--- config.mk ---
export PLATFORM = sky130hd
export DESIGN_NAME = mem_arbiter
export DESIGN_NICKNAME = d
export VERILOG_FILES = /design/src/rtl/mem_pkg.sv /design/src/rtl/mem_rr_arbiter.sv /design/src/rtl/mem_arbiter.sv
export SDC_FILE = /design/constraint.sdc
export NUM_CORES = 1
export LEC_CHECK = 0
export ABC_AREA = 1
export CAP_MARGIN = 20
export CELL_PAD_IN_SITES_DETAIL_PLACEMENT = 1
export CELL_PAD_IN_SITES_GLOBAL_PLACEMENT = 2
export CORE_AREA = 2 2 295 297
export CTS_CLUSTER_DIAMETER = 120
export DETAILED_ROUTE_END_ITERATION = 10
export DIE_AREA = 0 0 297 299
export GPL_TIMING_DRIVEN = 0
export PLACE_DENSITY = 0.69
export SYNTH_ARGS = -nofsm -noshare
export SYNTH_HDL_FRONTEND = slang
export SYNTH_HIERARCHICAL = 1
export SYNTH_SLANG_ARGS = --single-unit
export TNS_END_PERCENT = 50
--- constraint.sdc ---
create_clock -name clk -period 5.5 [get_ports clk]
set_input_delay 1.65 -clock clk [delete_from_list [all_inputs] [get_ports clk]]
set_output_delay 1.65 -clock clk [all_outputs]
set_load 0.005 [all_outputs]
--- src/rtl/mem_pkg.sv ---
// Shared types and widths for the instruction/data cache memory arbiter.
package mem_pkg;

   localparam int ADDR_W = 26;
   localparam int LINE_W = 128;

   typedef enum logic [1:0] {
      IDLE = 2'd0,
      WAIT = 2'd1,
      DONE = 2'd2
   } state_t;

   typedef enum logic {
      REQ_IC = 1'b0,
      REQ_DC = 1'b1
   } requester_t;

   // Forces a returned line to zero unless its qualifier is set.
   function automatic logic [LINE_W-1:0] gate_line(input logic en, input logic [LINE_W-1:0] data);
      if (en) begin
         gate_line = data;
      end else begin
         gate_line = {LINE_W{1'b0}};
      end
   endfunction

endpackage

--- src/rtl/mem_rr_arbiter.sv ---
// Two-way round-robin grant: a lone request wins outright, a tie goes to
// the requester that was not served most recently.
module mem_rr_arbiter
   import mem_pkg::*;
(
   input  logic       i_clk,
   input  logic       i_reset,
   input  logic       i_req_ic,
   input  logic       i_req_dc,
   input  logic       i_take,
   output logic       o_valid,
   output requester_t o_grant
);

   requester_t r_last;

   // Choose the requester to serve this cycle.
   always_comb begin
      o_valid = i_req_ic | i_req_dc;
      o_grant = REQ_IC;
      if (i_req_ic && i_req_dc) begin
         if (r_last == REQ_DC) begin
            o_grant = REQ_IC;
         end else begin
            o_grant = REQ_DC;
         end
      end else if (i_req_dc) begin
         o_grant = REQ_DC;
      end else begin
         o_grant = REQ_IC;
      end
   end

   // Remember who was served last; after reset the instruction cache wins the first tie.
   always_ff @(posedge i_clk) begin
      if (i_reset) begin
         r_last <= REQ_DC;
      end else if (i_take) begin
         r_last <= o_grant;
      end else begin
         r_last <= r_last;
      end
   end

endmodule

--- src/rtl/mem_arbiter.sv ---
// Arbitrates line reads/writes from the instruction and data caches onto a
// single fixed-latency RAM port, one transaction in flight at a time.
module mem_arbiter
   import mem_pkg::*;
#(
   parameter int MEM_LATENCY = 5   // WAIT cycles per transaction, 1..15
) (
   input  logic              clk,
   input  logic              reset,
   input  logic              ic_req,
   input  logic [ADDR_W-1:0] ic_addr,
   output logic              ic_ack,
   output logic [LINE_W-1:0] ic_rdata,
   input  logic              dc_req,
   input  logic              dc_we,
   input  logic [ADDR_W-1:0] dc_addr,
   input  logic [LINE_W-1:0] dc_wdata,
   output logic              dc_ack,
   output logic [LINE_W-1:0] dc_rdata,
   output logic              mem_reset,
   output logic [ADDR_W-1:0] mem_addr,
   output logic [ADDR_W-1:0] mem_waddr,
   output logic [LINE_W-1:0] mem_wdata,
   output logic              mem_we,
   input  logic [LINE_W-1:0] mem_rdata,
   output logic              busy
);

   localparam logic [3:0] LAT_M1 = 4'(MEM_LATENCY - 1);

   state_t            r_state;
   logic [3:0]        r_cnt;
   requester_t        r_owner;
   logic              r_we;
   logic [ADDR_W-1:0] r_addr;
   logic [LINE_W-1:0] r_wdata;
   logic              r_ic_ack;
   logic              r_dc_ack;
   logic              r_mem_we;
   logic              r_busy;

   logic              w_valid;
   requester_t        w_grant;
   logic              w_take;
   logic              w_live;

   assign w_take = (r_state == IDLE) && w_valid;

   mem_rr_arbiter u_rr (
      .i_clk    (clk),
      .i_reset  (reset),
      .i_req_ic (ic_req),
      .i_req_dc (dc_req),
      .i_take   (w_take),
      .o_valid  (w_valid),
      .o_grant  (w_grant)
   );

   // Outputs are forced quiet in the reset cycle itself so an abandoned
   // transaction can never leak an ack or a write strobe.
   assign w_live    = ~reset;
   assign mem_reset = reset;
   assign ic_ack    = r_ic_ack & w_live;
   assign dc_ack    = r_dc_ack & w_live;
   assign mem_we    = r_mem_we & w_live;
   assign busy      = r_busy & w_live;
   assign mem_addr  = w_live ? r_addr : {ADDR_W{1'b0}};
   assign mem_waddr = mem_addr;
   assign mem_wdata = w_live ? r_wdata : {LINE_W{1'b0}};
   assign ic_rdata  = gate_line(ic_ack, mem_rdata);
   assign dc_rdata  = gate_line(dc_ack & ~r_we, mem_rdata);

   // Transaction FSM: latch the winner in IDLE, count out the RAM latency, pulse ack in DONE.
   always_ff @(posedge clk) begin
      if (reset) begin
         r_state  <= IDLE;
         r_cnt    <= 4'd0;
         r_owner  <= REQ_DC;
         r_we     <= 1'b0;
         r_addr   <= {ADDR_W{1'b0}};
         r_wdata  <= {LINE_W{1'b0}};
         r_ic_ack <= 1'b0;
         r_dc_ack <= 1'b0;
         r_mem_we <= 1'b0;
         r_busy   <= 1'b0;
      end else begin
         case (r_state)
            IDLE: begin
               if (w_valid) begin
                  r_state <= WAIT;
                  r_cnt   <= LAT_M1;
                  r_owner <= w_grant;
                  r_busy  <= 1'b1;
                  if (w_grant == REQ_DC) begin
                     r_we    <= dc_we;
                     r_addr  <= dc_addr;
                     r_wdata <= dc_wdata;
                  end else begin
                     r_we    <= 1'b0;
                     r_addr  <= ic_addr;
                     r_wdata <= {LINE_W{1'b0}};
                  end
               end else begin
                  r_state <= IDLE;
               end
            end
            WAIT: begin
               if (r_cnt == 4'd0) begin
                  r_state  <= DONE;
                  r_ic_ack <= (r_owner == REQ_IC);
                  r_dc_ack <= (r_owner == REQ_DC);
                  r_mem_we <= r_we;
               end else begin
                  r_cnt <= r_cnt - 4'd1;
               end
            end
            DONE: begin
               r_state  <= IDLE;
               r_ic_ack <= 1'b0;
               r_dc_ack <= 1'b0;
               r_mem_we <= 1'b0;
               r_busy   <= 1'b0;
               r_we     <= 1'b0;
               r_addr   <= {ADDR_W{1'b0}};
               r_wdata  <= {LINE_W{1'b0}};
            end
            default: begin
               r_state  <= IDLE;
               r_cnt    <= 4'd0;
               r_ic_ack <= 1'b0;
               r_dc_ack <= 1'b0;
               r_mem_we <= 1'b0;
               r_busy   <= 1'b0;
               r_we     <= 1'b0;
               r_addr   <= {ADDR_W{1'b0}};
               r_wdata  <= {LINE_W{1'b0}};
            end
         endcase
      end
   end

endmodule

Word-level counts from Yosys, hierarchy flattened:

Cells that the tools add are included.

* register bits after elaboration: 167
* input port bits: 313

* add/subtract/negate cells: 1
* eq/ne operators: 5
* multiplexer cells: 30
* bitwise logic cells: 12
* reductions and logical operators: 8

Operators with widths (number)
* 128-bit two-way mux: 5
* 128-bit one-hot mux with 2 select lines: 1
* 26-bit two-way mux: 3
* 26-bit one-hot mux with 2 select lines: 1
* 4-bit one-hot mux with 3 select lines: 1
* 1-bit two-way mux: 10
* 1-bit one-hot mux with 2 select lines: 5
* 4-bit two-way mux: 2
* 2-bit != test, second input constant: 3
* 1-bit inverter: 6
* 2-bit AND reduction: 3
* 1-bit AND: 5
* 4-bit zero test: 1
* 2-bit one-hot mux with 2 select lines: 1
* 4-bit by 1-bit subtractor with 4-bit output, second input constant: 1
* 3-bit AND reduction: 1
* 2-bit by 1-bit equality test with 1-bit output, second input constant: 1
* 2-bit equality test, second input constant: 1
* 1-bit logical AND: 2
* 2-bit zero test: 1
* 2-bit two-way mux: 1
* 1-bit OR: 1

Logic depth before layout (Yosys ltp):

Gate-level depths: netlist of the first run.

* depth in word-level cells: 5
* gate-level depth with buffers: 8
* gate-level depth less buffers: 8

Modules after synthesis:

The synthesis of the first run kept the hierarchy.

Modules (own cells, without submodules)
* mem_arbiter: times used 1, cells each 1417, area an instance 10047.1 um2, seq. area each 3323.2 um2
* mem_rr_arbiter: times used 1, cells each 8, area an instance 55.1 um2, seq. area each 20.0 um2

Least setup slack after synthesis of the first run:

Ideal clock, no wire load.

* kind: in2out
* from: in reset
* to: out mem_waddr[22]
* data arrival time: 2.596 ns
* setup slack: 1.254 ns
* stages: 5
* path buffers: 4
* path through: buf_2 -> clkbuf_1 -> clkbuf_1 -> nor2_1 -> buf_4

* word-level cells in the longest chain between the ends: 1

Ends and longest elaborated chain
* start, declared: RTL line mem_arbiter.sv:9 `input logic reset,`
* 26-bit two-way mux: RTL line mem_arbiter.sv:67 `assign mem_addr = w_live ? r_addr : {ADDR_W{1'b0}};`
* end, declared: RTL line mem_arbiter.sv:22 `output logic [ADDR_W-1:0] mem_waddr,`

Every way passes these cells.

Worst setup path in the final report of the first run:

* from: in reset
* to: out dc_rdata[76]

* word-level cells in the longest chain between the ends: 4

Ends and longest elaborated chain
* 1-bit inverter: RTL line mem_arbiter.sv:61 `assign w_live = ~reset;`
* 1-bit AND: RTL line mem_arbiter.sv:64 `assign dc_ack = r_dc_ack & w_live;`
* 1-bit AND: RTL line mem_arbiter.sv:71 `assign dc_rdata = gate_line(dc_ack & ~r_we, mem_rdata);`
* 128-bit two-way mux: RTL line mem_pkg.sv:20 `if (en) begin`
* end, declared: RTL line mem_arbiter.sv:19 `output logic [LINE_W-1:0] dc_rdata,`

Every way passes these cells.

==> results.sh, run 1 <==
export IMPL_crit_path_end_kind="primary output"
export IMPL_grt_pass1_wl_mm=98.91
export IMPL_drc_errors=0
export IMPL_gp_congestion=0.9212
export IMPL_synth_nets=1740
export IMPL_required_ns=3.85
export IMPL_drive_gt1_frac=0.1239
export IMPL_first_global_vias=13590
export IMPL_drt_first_pass_iters=4
export IMPL_dieArea_mm2=0.08880
export IMPL_nNetsFinal=2513
export IMPL_status="complete, no violations"
export IMPL_synth_seq_cells=167
export IMPL_slowest_stage="clkdlybuf4s50_1"
export IMPL_switching_share=0.3432
export IMPL_ys_types=26
export IMPL_synth_xor_area_frac=0
export IMPL_ys_flop_type="dfxtp_1"
export IMPL_start_kind="input pin"
export IMPL_cts_tree="yes"
export IMPL_total_power_mw=4.342
export IMPL_cp_max_fo=10
export IMPL_final_antenna_net_count=0
export IMPL_peakVddDrop_uv=165.0
export IMPL_p_per_area_mw_per_mm2=218.2
export IMPL_synth_area_leaders="dfxtp_1 (33%), o32ai_2 (16%), nor2_1 (16%)"
export IMPL_start_util=0.1175
export IMPL_setup_ws_ns=0.1048
export IMPL_max_cap_violations=0
export IMPL_coreArea_mm2=0.08594
export IMPL_path_cells="dlygate4sd2_1 > buf_4 > inv_6 > nand2_2 > inv_1 > nand2_1 > buf_4 > buf_4 > nor2_4 > clkdlybuf4s50_1"
export IMPL_grt_usage=0.1544
export IMPL_cts_sinks=167
export IMPL_layout_min_cycle_time_ns=5.395
export IMPL_viasPerCell=3.688
export IMPL_worstHoldPathType="reg2reg"
export IMPL_wl_per_cell_um=21.11
export IMPL_setup_viol=0
export IMPL_synth_commonest_cells="nor2_1 (420), inv_1 (311), dfxtp_1 (167)"
export IMPL_cts_buffers=17
export IMPL_path_buf_inv=7
export IMPL_clockPowerShare=0.314
export IMPL_intPower_mw=2.851
export IMPL_pre_cts_ws_ns=-0.8284
export IMPL_hold_viol=0
export IMPL_grt_max_degree=17
export IMPL_syn_inst=1425
export IMPL_core_rowCount=108
export IMPL_worstSetupPathType="in2out"
export IMPL_synthArstFlopShare=0
export IMPL_critPathTopFamily="buffers and inverters"
export IMPL_dieHeight_um=299
export IMPL_io_pins=754
export IMPL_yosys_area_share_simple=0.2227
export IMPL_synth_compound_area_frac=0.2260
export IMPL_syn_to_final_growth_pct=96.93
export IMPL_overflow=0
export IMPL_cp_slowest_stage_delay_ns=0.55
export IMPL_antenna_found_initial=24
export IMPL_worstMarginPinSlew_ns=0.7211
export IMPL_post_synth_top_area_cell="dfxtp_1"
export IMPL_synth_edff_count=0
export IMPL_vias=12466
export IMPL_slew_headroom=0.5193
export IMPL_syn_area_per_cell_um2=7.089
export IMPL_skew_ns=0.02184
export IMPL_syn_cell_area_mm2=0.01010
export IMPL_fmax_mhz=185.4
export IMPL_io_buffers=753
export IMPL_synthMuxAreaShare=0.01486
export IMPL_insertion_delay_ns=0.47
export IMPL_post_dp_hpwl_mm=62.71
export IMPL_clk_transition_reported_paths_ns=0.06
export IMPL_drv_slew=0
export IMPL_rsz0062_at_grt="no"
export IMPL_ys_warn_count=6
export IMPL_cellLeakagePower_nw=7.685
export IMPL_cp_data_arrival_time_ns=3.75
export IMPL_synth_top_family_by_area="compound AO/OA/AOI/OAI gates"
export IMPL_drtIter0Drc=465
export IMPL_cts_buffer_depth=2
export IMPL_synthAdderAreaFrac=0.002477
export IMPL_wirelength_mm=71.34
export IMPL_power_frac_seq=0.315
export IMPL_clockRootBuffer="clkbuf_16"
export IMPL_postCtsSetupRepairBufs=0
export IMPL_hold_buffers=0
export IMPL_htreeDepth=4
export IMPL_ys_seq_area_frac=0.3309
export IMPL_comb_power_share=0.372
export IMPL_die_width_um=297
export IMPL_finalCritPeriodShare=0.9809
export IMPL_critPathMostFrequentCell="buf_4"
export IMPL_synth_top_area_frac=0.3309
export IMPL_synth_most_common_cell="nor2_1"
export IMPL_p_sw_mw=1.490
cells in the final DEF (no fill, tap or decap), drive strengths merged, types with 2 or more instances in the layout:
cell	Yosys	layout
clkdlybuf4s50	0	750
nor2	422	422
inv	313	319
dfxtp	167	167
nand2	154	154
o32ai	143	143
buf	112	113
clkbuf	30	47
a21oi	26	26
o21ai	26	26
mux2i	15	15
diode	0	14
nand3	9	9
bufinv	0	4
clkinvlp	0	3
o22ai	2	2
ha	2	2
clkinv	0	2
dlygate4sd2	0	2
area by class of cell:
| cell class | count | area (um2) |
|---|---|---|
| fill | 10360 | 66050 |
| timing repair buffer | 754 | 7551 |
| multi-input combinational | 803 | 4781 |
| sequential | 167 | 3343 |
| tap | 1155 | 1445 |
| inverter | 313 | 1180 |
| buffer | 142 | 915.9 |
| clock buffer | 17 | 425.4 |
| clock inverter | 15 | 217.7 |
| antenna | 14 | 35.03 |
registers in the layout (all words and copies together) (netlist names), 2 cells and up:
| signal | cells |
|---|---|
| r_wdata | 128 |
| r_addr | 26 |
| r_cnt | 4 |
| r_state | 2 |
repair_timing:
item	CTS	global route
hold endpoints to repair	0	0
endpoints found under the setup margin	431	0
gates resized for setup	49	0
worst paths after layout:
check,startpoint,end,slack (ns),cells past startpoint
worst min register to register,r_owner,r_ic_ack,0.46,1
worst max-delay path,reset,dc_rdata[76],0.10,10
worst min-delay path,r_owner,r_ic_ack,0.46,1
worst max register to register,u_rr/r_last,r_addr[7],3.75,4
per-stage QoR:
step / cells / hold slack [ns] / utilization / setup TNS (ns) / cell area, um2
after detailed placement: 3334 / 0.4624 / 0.2222 / -150.47 / 19100
after CTS: 3366 / 0.4749 / 0.2311 / 0 / 19860
after floorplan: 1425 / 0.4268 / - / 0 / 10100
after global placement: 3333 / 0.4485 / 0.2221 / -152.06 / 19080
after global routing: 3371 / 0.4872 / 0.2312 / 0 / 19870
final: 3380 / 0.4645 / 0.2315 / 0 / 19890
power groups by stage:
| stage | combinational (mW) | sequential (mW) | clock, mW |
|---|---|---|---|
| after floorplan | 0.765 | 1.38 | 0 |
| after global placement | 1.60 | 1.39 | 0 |
| after detailed placement | 1.63 | 1.39 | 0 |
| after CTS | 1.65 | 1.37 | 1.41 |
| after global routing | 1.75 | 1.38 | 1.44 |
| final | 1.61 | 1.37 | 1.36 |
kinds of logic (layout without fill, tap and decap cells):
family,after synthesis,in the layout
compound gates,199,199
fa+ha+maj,2,2
mux,15,15
flops,167,167
other cells,0,14
buf+inv,455,1241
simple gates,587,587
metal layers:
layer / GRT usage / part of all wire / vias to the layer above
met4: 0.04894 / 0.030 / 12
met5: 0 / 0.0011 / -
met1: 0.1537 / 0.36 / 5987
met2: 0.3050 / 0.55 / 457
li1: - / - / 5931
met3: 0.04391 / 0.063 / 79
No activity file was read; power rests on OpenSTA's default activity.
==> inputs of run 2 (changes only) <==
- SLEW_MARGIN: unset -> 20
==> run 2 against run 1 <==
- clock power hardly changed
- routed wire length is 0.30% higher
- core utilization hardly changed
- sequential power barely moved
- critical path type unchanged
- via count about the same
- clock skew decreased by 0.0081 ns
- flip-flop and latch count unchanged
- largest power group unchanged
==> results.sh, run 2 (synthesized netlist as in run 1, its figures left out) <==
export IMPL_timing_rr_start="u_rr/r_last"
export IMPL_final_common_cell="clkdlybuf4s50_1"
export IMPL_rsz0062_at_grt="no"
export IMPL_cts_buffers=17
export IMPL_r2r_slack_ns=3.74
export IMPL_setup_ws_ns=0.1085
export IMPL_cp_max_fo=10
export IMPL_cts_tree="yes"
export IMPL_drc_errors=0
export IMPL_worstMarginPinSlew_ns=0.7036
export IMPL_grt_pass1_wl_mm=99.79
export IMPL_insertion_delay_ns=0.47
export IMPL_total_power_mw=4.311
export IMPL_largest_reg_flops=128
export IMPL_htreeDepth=4
export IMPL_reg_top3="r_wdata: 128 flops, r_addr: 26 flops, r_cnt: 4 flops"
export IMPL_placed_cell_area_mm2=0.01909
export IMPL_viasPerCell=3.692
export IMPL_fin_area_mm2=0.01987
export IMPL_peakVddDrop_uv=147.7
export IMPL_worstHoldPathType="reg2reg"
export IMPL_io_pins=754
export IMPL_clockRootBuffer="clkbuf_16"
export IMPL_finalCritPeriodShare=0.9803
export IMPL_io_buffers=753
export IMPL_reg2reg_depth=4
export IMPL_required_ns=3.85
export IMPL_dieArea_mm2=0.08880
export IMPL_antenna_found_initial=22
export IMPL_p_per_area_mw_per_mm2=217.0
export IMPL_nNetsFinal=2512
export IMPL_hold_path_depth=2
export IMPL_grt_max_degree=17
export IMPL_gp_congestion=0.9212
export IMPL_post_dp_hpwl_mm=62.66
export IMPL_cts_buffer_depth=2
export IMPL_post_cts_resized=53
export IMPL_vias=12470
export IMPL_setup_viol=0
export IMPL_drtIter0Drc=523
export IMPL_clk_transition_reported_paths_ns=0.07
export IMPL_max_cap_violations=0
export IMPL_hold_viol=0
export IMPL_drt_first_pass_iters=6
export IMPL_skew_ns=0.01376
export IMPL_syn_to_final_growth_pct=96.68
export IMPL_worstSetupPathType="in2out"
export IMPL_nFillCells=10353
export IMPL_dieHeight_um=299
export IMPL_grt_usage=0.1556
export IMPL_start_kind="input pin"
export IMPL_crit_path_end_kind="primary output"
export IMPL_rr_endpoint="r_addr[7]"
export IMPL_core_rowCount=108
export IMPL_fmax_mhz=185.5
export IMPL_die_width_um=297
export IMPL_first_global_vias=13585
export IMPL_top_register="r_wdata"
export IMPL_cellLeakagePower_nw=7.682
export IMPL_pre_cts_ws_ns=-0.8397
export IMPL_drive_gt1_frac=0.1249
export IMPL_place_inst=3333
export IMPL_start_util=0.1175
export IMPL_cts_sinks=167
export IMPL_drv_slew=0
export IMPL_cp_startpoint="reset"
export IMPL_wirelength_mm=71.55
export IMPL_layout_common_cells="clkdlybuf4s50_1 (750), nor2_1 (406), inv_1 (311)"
export IMPL_overflow=0
export IMPL_final_antenna_net_count=0
export IMPL_layout_min_cycle_time_ns=5.392
export IMPL_slew_headroom=0.5309
export IMPL_wl_per_cell_um=21.18
export IMPL_cp_data_arrival_time_ns=3.74
export IMPL_hold_path_end="r_busy"
export IMPL_status="complete, no violations"
export IMPL_final_cells=3378
export IMPL_hold_buffers=0
export IMPL_postCtsSetupRepairBufs=0
export IMPL_coreArea_mm2=0.08594
export IMPL_worstHoldStart="r_busy"
run 2: cell count changes in the layout (fill, tap and decap cells not counted), sizes merged:
| cell | delta |
|---|---|
| clkinvlp | -1 |
| clkbuf | +1 |
| buf | -1 |
| diode | -1 |
| inv | +1 |
| bufinv | -1 |
run 2: worst max-delay path by stage:
stage                          endpoint  slack, ns  depth (start not counted)
final                      dc_rdata[76]       0.11                         10
after global routing       dc_rdata[76]       0.04                         10
after CTS                  dc_rdata[76]       0.09                         10
after detailed placement  mem_wdata[97]      -0.84                          6
after global placement    mem_wdata[97]      -0.83                          6
after floorplan           mem_waddr[22]       1.25                          5
run 2: through the flow:
stage	utilization	TNS, ns	hold WS [ns]
final	0.2312	0	0.4583
after global routing	0.2310	0	0.4861
after CTS	0.2308	0	0.4663
after detailed placement	0.2221	-157.08	0.4533
after global placement	0.2221	-152.06	0.4485
after floorplan	-	0	0.4268
run 2: area by class of cell:
cell class	instances	area (um2)	share of cell area
timing repair buffer	753	7536	0.3793
tap	1155	1445	0.07273
clock inverter	14	186.4	0.009383
buffer	142	923.4	0.04647
multi-input combinational	803	4783	0.2407
inverter	313	1180	0.05938
sequential	167	3343	0.1683
clock buffer	18	439.2	0.02210
antenna	13	32.53	0.001637
run 2: power breakdown:
part / switching, mW / internal [mW]
logic: 0.861 / 0.755
clock network: 0.589 / 0.740
registers: 0.0432 / 1.32
total: 1.49 / 2.82
run 2: routing by layer:
| layer | track usage | wire length (um) |
|---|---|---|
| met3 | 0.04340 | 4507 |
| met1 | 0.1578 | 25900 |
| met5 | 0 | 66 |
| met2 | 0.3033 | 39170 |
| met4 | 0.05171 | 1912 |
run 2: critical path, cell delays in order:
cell and delay [ns]:
dlygate4sd2_1 0.28, buf_4 0.19, inv_6 0.13, nand2_2 0.10
inv_1 0.09, nand2_1 0.10, buf_4 0.20, buf_4 0.22
nor2_4 0.21, clkdlybuf4s50_1 0.56
